## src/rtl/core_pkg.sv

```systemverilog
// Shared encodings for the core_control / memory-controller arbitration slice.
package core_pkg;

  localparam int COND_W     = 3;
  localparam int DATA_LEN_W = 6;

  typedef logic [COND_W-1:0]     cond_t;
  typedef logic [DATA_LEN_W-1:0] data_len_t;

  localparam cond_t COND_NONE  = 3'b000;
  localparam cond_t COND_INPUT = 3'b100;
  localparam cond_t COND_MEM   = 3'b010;
  localparam cond_t COND_REG   = 3'b001;

  localparam logic [1:0] IDLE    = 2'd0;
  localparam logic [1:0] GRANT   = 2'd1;
  localparam logic [1:0] RELEASE = 2'd2;

endpackage

```

## src/rtl/rr_pick.sv

```systemverilog
// Combinational round-robin picker: first requester at or after ptr, cyclically.
module rr_pick #(
  parameter int NREQ  = 4,
  parameter int IDX_W = 2
) (
  input  logic [NREQ-1:0]  req,
  input  logic [IDX_W-1:0] ptr,
  output logic [NREQ-1:0]  gnt,
  output logic             valid
);

  logic [IDX_W-1:0] idx;

  always_comb begin
    gnt   = '0;
    valid = 1'b0;
    idx   = '0;
    for (int k = 0; k < NREQ; k++) begin
      idx = IDX_W'((int'(ptr) + k) % NREQ);
      if (!valid && req[idx]) begin
        gnt[idx] = 1'b1;
        valid    = 1'b1;
      end
    end
  end

endmodule

```

## src/rtl/mc_arbiter.sv

```systemverilog
// Round-robin owner arbitration of one memory controller among NREQ core_control blocks.
module mc_arbiter
  import core_pkg::*;
#(
  parameter int NREQ    = 4,
  parameter int IDX_W   = 2,
  parameter int TIMEOUT = 1023
) (
  input  logic                       ctrl_clk,
  input  logic                       ctrl_reset,
  input  logic [COND_W*NREQ-1:0]     req_data_contition,
  input  logic [DATA_LEN_W*NREQ-1:0] req_data_length,
  output logic [NREQ-1:0]            req_mc_done,
  output logic [NREQ-1:0]            req_mc_data_done,
  output logic [COND_W-1:0]          mc_data_contition,
  output logic [DATA_LEN_W-1:0]      mc_data_length,
  input  logic                       mc_done,
  input  logic                       mc_data_done,
  output logic [NREQ-1:0]            arb_grant,
  output logic                       arb_busy,
  output logic                       arb_timeout_err
);

  localparam int CNT_W = (TIMEOUT > 1) ? $clog2(TIMEOUT) : 1;

  logic [1:0]       state;
  logic [IDX_W-1:0] owner;
  logic [IDX_W-1:0] ptr;
  logic [IDX_W-1:0] ptr_next;
  logic [CNT_W-1:0] hold_cnt;
  logic [NREQ-1:0]  req;
  logic [NREQ-1:0]  pick_gnt;
  logic             pick_valid;
  logic [IDX_W-1:0] pick_idx;
  cond_t            owner_cond;
  logic             wd_hit;
  cond_t            cond_arr [NREQ];
  data_len_t        len_arr  [NREQ];

  always_comb begin
    req      = '0;
    pick_idx = '0;
    for (int i = 0; i < NREQ; i++) begin
      cond_arr[i] = req_data_contition[COND_W*i +: COND_W];
      len_arr[i]  = req_data_length[DATA_LEN_W*i +: DATA_LEN_W];
      req[i]      = |cond_arr[i];
      if (pick_gnt[i]) pick_idx = IDX_W'(i);
    end
  end

  rr_pick #(
    .NREQ  (NREQ),
    .IDX_W (IDX_W)
  ) u_rr_pick (
    .req   (req),
    .ptr   (ptr),
    .gnt   (pick_gnt),
    .valid (pick_valid)
  );

  assign owner_cond = cond_arr[owner];
  assign wd_hit     = (TIMEOUT != 0) && (hold_cnt == CNT_W'(TIMEOUT - 1));
  assign ptr_next   = (owner == IDX_W'(NREQ - 1)) ? '0 : owner + IDX_W'(1);

  always_ff @(posedge ctrl_clk or posedge ctrl_reset) begin
    if (ctrl_reset) begin
      state           <= IDLE;
      arb_grant       <= '0;
      owner           <= '0;
      ptr             <= '0;
      hold_cnt        <= '0;
      mc_data_length  <= '0;
      arb_timeout_err <= 1'b0;
    end else begin
      case (state)
        IDLE: begin
          if (pick_valid) begin
            arb_grant      <= pick_gnt;
            owner          <= pick_idx;
            mc_data_length <= len_arr[pick_idx];
            hold_cnt       <= '0;
            state          <= GRANT;
          end
        end
        GRANT: begin
          hold_cnt <= hold_cnt + 1'b1;
          if (owner_cond == COND_NONE || wd_hit) begin
            // A normal end of job wins over a watchdog hit in the same cycle.
            if (owner_cond != COND_NONE) arb_timeout_err <= 1'b1;
            arb_grant <= '0;
            ptr       <= ptr_next;
            state     <= RELEASE;
          end
        end
        RELEASE: state <= IDLE;
        default: state <= IDLE;
      endcase
    end
  end

  assign arb_busy = (state == GRANT);

  always_comb begin
    mc_data_contition = COND_NONE;
    req_mc_done       = '0;
    req_mc_data_done  = '0;
    if (arb_busy) begin
      mc_data_contition       = owner_cond;
      req_mc_done[owner]      = mc_done;
      req_mc_data_done[owner] = mc_data_done;
    end
  end

endmodule

```

## config.mk

```make
export PLATFORM = sky130hd
export DESIGN_NAME = mc_arbiter
export DESIGN_NICKNAME = d
export VERILOG_FILES = /design/src/rtl/core_pkg.sv /design/src/rtl/rr_pick.sv /design/src/rtl/mc_arbiter.sv
export SDC_FILE = /design/constraint.sdc
export NUM_CORES = 1
export LEC_CHECK = 0
export CAP_MARGIN = 5
export CORE_ASPECT_RATIO = 1.25
export CORE_MARGIN = 4
export CORE_UTILIZATION = 50
export DETAILED_ROUTE_END_ITERATION = 10
export GPL_TIMING_DRIVEN = 0
export PLACE_DENSITY = 0.84
export SYNTH_ARGS = -nofsm -noshare
export SYNTH_HDL_FRONTEND = slang
export SYNTH_HIERARCHICAL = 1
export SYNTH_SLANG_ARGS = --single-unit
```

## constraint.sdc

```tcl
create_clock -name ctrl_clk -period 7.3 [get_ports ctrl_clk]
set_input_delay 2.19 -clock ctrl_clk [delete_from_list [all_inputs] [get_ports ctrl_clk]]
set_output_delay 2.19 -clock ctrl_clk [all_outputs]
set_load 0.05 [all_outputs]
```

==> results of run 1 <==
[cell families (layout without fill, tap and decap cells)]
family                     count (synthesis)  in the layout  share of synthesized area, %
AOI/OAI and AO/OA                         47             47                          15.3
adders and majority gates                 12             12                          7.20
muxes                                     30             30                          17.6
DFF                                       27             27                          32.4
and+or+nand+nor                           87             87                          21.3
buffers and inverters                     22             88                          4.92
xor gates and xnor gates                   3              3                          1.26
[path summary, 6_finish.rpt]
| kind | start | end | slack (ns) | cells after the start |
|---|---|---|---|---|
| worst max-delay path | req_data_contition[5] | mc_data_contition[2] | 1.07 | 4 |
| worst min-delay path | hold_cnt[9] | hold_cnt[9] | 0.48 | 1 |
| worst max register to register | ptr[1] | owner[0] | 3.86 | 11 |
| worst min register to register | hold_cnt[9] | hold_cnt[9] | 0.48 | 1 |
| max in group asynchronous | ctrl_reset | hold_cnt[9] | 4.25 | 2 |
| min in group asynchronous | ctrl_reset | mc_data_length[5] | 2.43 | 2 |
[layout make-up]
| cell class | instances | share of cell area [%] |
|---|---|---|
| timing repair buffer | 62 | 22.0 |
| clock inverter | 1 | 0.266 |
| multi-input combinational | 179 | 46.3 |
| buffer | 13 | 2.44 |
| clock buffer | 3 | 1.46 |
| tap | 56 | 2.48 |
| sequential | 27 | 23.9 |
| inverter | 9 | 1.20 |
[power groups by stage]
| stage | clock, mW | sequential (mW) | combinational [mW] |
|---|---|---|---|
| after floorplan | 0 | 0.326 | 0.494 |
| after global placement | 0 | 0.248 | 0.781 |
| after global routing | 0.0959 | 0.257 | 0.865 |
| after detailed placement | 0 | 0.251 | 0.794 |
| after CTS | 0.0893 | 0.248 | 0.797 |
| final | 0.0873 | 0.248 | 0.793 |
[layer usage]
metal | routed length [um] | vias up | global-route usage [%]
met2 | 2950 | 33 | 38.5
met1 | 2040 | 923 | 24.8
met4 | 80 | 0 | 6.85
met5 | 0 | - | 0
li1 | - | 960 | -
met3 | 115 | 9 | 2.66
[worst max-delay path: cells and delay by family]
family	cells	cell delay, ns
buf+inv	2	1.12
mux	1	0.53
simple gates	1	0.21
[registers in the layout, indices dropped and copies added, names as in the netlist]
signal           cells
ptr                  2
owner                2
arb_timeout_err      1
mc_data_length       6
arb_grant            4
hold_cnt            10
state                2
[cells in the mapped netlist, types with 2 or more instances]
cell	count	area, sq um
a211oi_1	2	15.0
a21oi_1	2	10.0
a221oi_2	2	30.0
a31o_1	2	17.5
and2_1	2	12.5
and3_1	10	62.6
and4_1	2	17.5
buf_2	3	15.0
buf_6	2	22.5
clkbuf_1	7	26.3
dfrtp_1	27	676
ha_1	12	150
inv_1	8	30.0
mux2_2	3	33.8
mux2_4	2	30.0
mux2i_1	21	210
mux4_2	3	67.6
nand2_1	33	124
nand2b_1	5	31.3
nand3_1	6	30.0
nand4_1	3	18.8
nor2_1	13	48.8
o21ai_0	23	115
o22ai_1	7	43.8
o2bb2ai_1	4	35.0
or3_1	4	25.0
xor2_1	2	17.5
[metrics by stage]
step	cells	power (mW)	hold slack, ns
6_report	350	1.13	0.483
5_1_grt	350	1.22	0.496
3_5_place_dp	346	1.04	0.465
4_1_cts	350	1.13	0.483
2_1_floorplan	228	0.820	0.441
3_3_place_gp	346	1.03	0.459
[cell usage in the layout, fill, tap and decap left out, types with 4 or more instances in the layout]
master,instances
mux2i_1,21
nand2_1,33
nor2_1,13
o22ai_1,7
dfrtp_1,27
o21ai_0,23
ha_1,12
inv_1,8
nand3_1,6
nand2b_1,5
or3_1,4
o2bb2ai_1,4
clkdlybuf4s50_1,62
clkbuf_1,7
and3_1,10
==> run_results.csv, run 1 <==
group,metric,value,unit
status,outcome,"finished clean",
global_route,antenna_found_initial,0,
synthesis,synth.cell_area,2090,sq um
routing,routed_wl,5180,um
synthesis,yosysWarningCount,6,
routing,via_per_inst,5.50,
worst_setup_path,end_kind,"primary output",
synthesis,ys_seq_area_share,32.4,%
routing,drc_errors,0,
synthesis,synth_edf_count,0,
clock_tree,cts_root_buffer,"clkbuf_8",
floorplan,ios,63,
synthesis,synth_seq_cells,27,
global_route,grt_usage,21.0,%
floorplan,die_width,65.8,um
clock_tree,clk_latency,0.28,ns
timing,final.setup.tns,0,ns
place,detailed_place.area,2780,sq um
timing,drv_slew,0,
place,io_buffers,62,
timing,timing.final.crit_share,85.4,%
global_route,first_global_vias,1953,
timing,grt_setup_unrepaired,"false",
routing,post_drt_wl_per_cell,14.8,um
timing,setup_viol,0,
finish,drive_gt1_share,8.50,%
synthesis,syn-instance-count,228,
floorplan,die_h,80.2,um
finish,final_util,69.5,%
worst_setup_path,start_kind,"input port",
global_route,grt_start_max_net_pins,28,
clock_tree,cts.path.max_buffers,2,
place,place_ws,1.06,ns
floorplan,die_area,5280,sq um
finish,num_antenna_cells,0,
place,gp_congestion,0.825,
synthesis,synth_nets,280,
worst_setup_path,cp_slowest_cell,"clkdlybuf4s50_1",
routing,drt_pass1_iterations,4,
timing,hold_viol,0,
routing,drtIter0Drc,214,
floorplan,core,4070,sq um
power,p_per_area,399,nW/um^2
place,hpwl,4180,um
floorplan,std_cell_rows,26,
power,clkPwrFrac,7.7,%
min_path,hp-class,"reg2reg",
clock_tree,cts.clk_slew.worst_paths,0.09,ns
clock_tree,ctsHoldBuffers,0,
worst_setup_path,max_stage_delay,0.70,ns
power,switching_share,51.3,%
power,seq_power_share,22.0,%
synthesis,postSynthAreaPerCell,9.15,sq um
timing,fin_crit,6.23,ns
finish,fill_cells,314,
clock_tree,clock-sinks,27,
finish,seq_area,676,sq um
timing,worst_pin_slew,1.04,ns
floorplan,initial_core_util,51.3,%
worst_setup_path,worstPathCellList,"clkdlybuf4s50_1 > mux4_1 > and2_2 > clkdlybuf4s50_1",
clock_tree,cts_tree,"yes",
finish,design_area,2830,sq um
synthesis,ys.flop_type,"dfrtp_1",
run,maxCapViolations,0,
synthesis,synthArstFlopShare,100,%
timing,finalWorstSetupSlack,1.07,ns
clock_tree,cts_buffers,3,
power,max-vdd-ir-drop,0.243,mV
synthesis,synth.distinct_cells,45,
routing,vias,1925,
global_route,grt-ovfl-total,0,
routing,ant_nets,0,
worst_setup_path,cp_data_arrival_time,4.04,ns
power,p_leak,1.21,nW
timing,clock.fmax,160,MHz
finish,syn_to_final_growth,35.5,%
global_route,grt_pass1_wl,8800,um
power,combPwrFrac,70.3,%
finish,multi_input_area,1310,sq um
worst_setup_path,criticalPathCategory,"in2out",
timing,skew,0.00705,ns
clock_tree,cts_setup_buffers,0,
power,switching_power,579,uW
power,internal_power,549,uW
clock_tree,htreeDepth,1,
worst_setup_path,path_max_fanout,2,
clock_tree,cts_resized,0,
worst_setup_path,critPathRequiredTime,5.11,ns
worst_setup_path,critPathMostFrequentCell,"clkdlybuf4s50_1",
finish,nets,347,
timing,max_slew_margin,30.7,%
Note: power is estimated with default switching activity, not from simulation.
==> run 2: changes to the inputs <==
--- a/config.mk
+++ b/config.mk
@@ -6,12 +6,14 @@
 export NUM_CORES = 1
 export LEC_CHECK = 0
 export CAP_MARGIN = 5
+export CELL_PAD_IN_SITES_DETAIL_PLACEMENT = 1
+export CELL_PAD_IN_SITES_GLOBAL_PLACEMENT = 2
 export CORE_ASPECT_RATIO = 1.25
 export CORE_MARGIN = 4
-export CORE_UTILIZATION = 50
+export CORE_UTILIZATION = 30
 export DETAILED_ROUTE_END_ITERATION = 10
 export GPL_TIMING_DRIVEN = 0
-export PLACE_DENSITY = 0.84
+export PLACE_DENSITY_LB_ADDON = 0.1
 export SYNTH_ARGS = -nofsm -noshare
 export SYNTH_HDL_FRONTEND = slang
 export SYNTH_HIERARCHICAL = 1
==> run 2 against run 1 <==
- setup slack lost 0.015 ns
- final area up 1.4%
- critical path depth unchanged
- routed wire length is 16% higher
- global-route usage decreased by 5.7 points
- via count is 1.7% lower
- final cell count grew 8.9%
- clock power grew 3.6%
- combinational power rose by 0.5%
- die area grew 58%
- maximum frequency shrank 0.23%
==> run_results.csv, run 2 (synthesis gave the netlist of run 1 again) <==
group,metric,value,unit
min_path,hp-class,"reg2reg",
place,gp_congestion,0.778,
power,max-vdd-ir-drop,0.190,mV
timing,skew,0.00982,ns
floorplan,initial_core_util,31.4,%
routing,via_per_inst,4.97,
timing,finalWorstSetupSlack,1.05,ns
finish,design_area,2860,sq um
finish,layout_commonest_cell,"clkdlybuf4s50_1",
timing,clock.fmax,160,MHz
place,io_buffers,62,
place,detailed_place.area,2820,sq um
worst_setup_path,path_max_fanout,2,
routing,ant_nets,0,
finish,final_util,43.1,%
finish,nets,347,
clock_tree,cts_buffers,3,
worst_setup_path,cp_data_arrival_time,4.06,ns
global_route,grt-ovfl-total,0,
timing,hold_viol,0,
global_route,antenna_found_initial,0,
timing,grt_setup_unrepaired,"false",
worst_setup_path,start_kind,"input port",
clock_tree,cts_tree,"yes",
finish,layout_common_cells,"62 x clkdlybuf4s50_1, 33 x nand2_1, 27 x dfrtp_1",
global_route,first_global_vias,2013,
routing,drt_pass1_iterations,2,
routing,routed_wl,5990,um
worst_setup_path,end_kind,"primary output",
place,place_ws,1.04,ns
worst_setup_path,criticalPathCategory,"in2out",
worst_setup_path,rr_worst_depth,11,
clock_tree,htreeDepth,1,
floorplan,core,6650,sq um
place,dp.cells,377,
timing,worst_pin_slew,1.12,ns
routing,drc_errors,0,
global_route,grt_usage,15.3,%
floorplan,die_area,8360,sq um
floorplan,ios,63,
power,power.total,1.14,mW
timing,max_slew_margin,25.4,%
timing,setup_viol,0,
timing,holdWs,0.487,ns
place,hpwl,4780,um
timing,drv_slew,0,
routing,wl_met1,2530,um
timing,timing.final.crit_share,85.6,%
timing,fin_crit,6.25,ns
run,maxCapViolations,0,
routing,drtIter0Drc,28,
routing,wl_met2,3160,um
clock_tree,cts.path.max_buffers,2,
finish,top_regs,"hold_cnt (10), mc_data_length (6), arb_grant (4)",
floorplan,die_width,82.6,um
clock_tree,cts.clk_slew.worst_paths,0.09,ns
routing,vias,1892,
clock_tree,cts_resized,0,
finish,stdcell_count,381,
clock_tree,cts_root_buffer,"clkbuf_8",
routing,top_layer_used,"met4",
clock_tree,cts_setup_buffers,0,
global_route,grt_pass1_wl,9930,um
power,p_leak,1.21,nW
clock_tree,clk_latency,0.28,ns
routing,met3_length,223,um
timing,final.setup.tns,0,ns
clock_tree,ctsHoldBuffers,0,
finish,largest-register,"hold_cnt",
global_route,grt_start_max_net_pins,28,
worst_setup_path,critPathRequiredTime,5.11,ns
finish,drive_gt1_share,8.50,%
finish,largest_register_ff_count,10,
worst_setup_path,timing.critical_path.from,"req_data_contition[5]",
floorplan,std_cell_rows,33,
routing,post_drt_wl_per_cell,15.7,um
power,p_per_area,397,nW/um^2
worst_setup_path,timing.rr.end,"owner[0]",
clock_tree,clock-sinks,27,
worst_setup_path,timing.rr.start,"ptr[1]",
finish,syn_to_final_growth,37.3,%
finish,num_antenna_cells,0,
worst_setup_path,crit_end,"mc_data_contition[2]",
status,outcome,"finished clean",
floorplan,die_h,101,um
worst_setup_path,timing.reg2reg.setup_slack,3.86,ns
==> run 2: cell counts in the layout (fill, tap and decap cells not counted) <==
No cell type changed its count.
==> run 2: worst max-delay path, cell delays in order <==
cell             delay (ns)
clkdlybuf4s50_1        0.42
mux4_1                 0.54
and2_2                 0.21
clkdlybuf4s50_1        0.69
==> run 2: layer usage <==
layer	track usage, %	vias up
li1	-	958
met1	18.4	898
met2	27.8	31
met3	1.78	5
met4	4.53	0
met5	0	-
==> run 2: worst min-delay path by stage <==
stage                         to              start  cells past startpoint  slack [ns]
2_1_floorplan        hold_cnt[9]        hold_cnt[9]                      1        0.44
3_3_place_gp         hold_cnt[9]        hold_cnt[9]                      1        0.46
3_5_place_dp     arb_timeout_err    arb_timeout_err                      1        0.46
4_1_cts          arb_timeout_err    arb_timeout_err                      1        0.49
5_1_grt              hold_cnt[9]        hold_cnt[9]                      1        0.52
6_report       mc_data_length[4]  mc_data_length[4]                      2        0.49
==> run 2: layout make-up <==
| class | count | area, sq um |
|---|---|---|
| Tap cell | 87 | 109 |
| Buffer | 13 | 68.8 |
| Multi-Input combinational cell | 179 | 1310 |
| Fill cell | 783 | 3780 |
| Sequential cell | 27 | 676 |
| Clock buffer | 3 | 41.3 |
| Inverter | 9 | 33.8 |
| Timing Repair Buffer | 62 | 621 |
| Clock inverter | 1 | 7.51 |
==> run 2: power breakdown <==
part	internal [mW]	leakage [nW]	switching (mW)
Clock	0.0389	0.0217	0.0515
Sequential	0.202	0.347	0.0479
Combinational	0.307	0.845	0.490
Total	0.548	1.21	0.589
==> run 3: changes to the inputs <==
--- a/config.mk
+++ b/config.mk
@@ -5,7 +5,6 @@
 export SDC_FILE = /design/constraint.sdc
 export NUM_CORES = 1
 export LEC_CHECK = 0
-export CAP_MARGIN = 5
 export CELL_PAD_IN_SITES_DETAIL_PLACEMENT = 1
 export CELL_PAD_IN_SITES_GLOBAL_PLACEMENT = 2
 export CORE_ASPECT_RATIO = 1.25
==> results of run 3 <==
Final layout, timing and power as in run 2 (identical DEF).
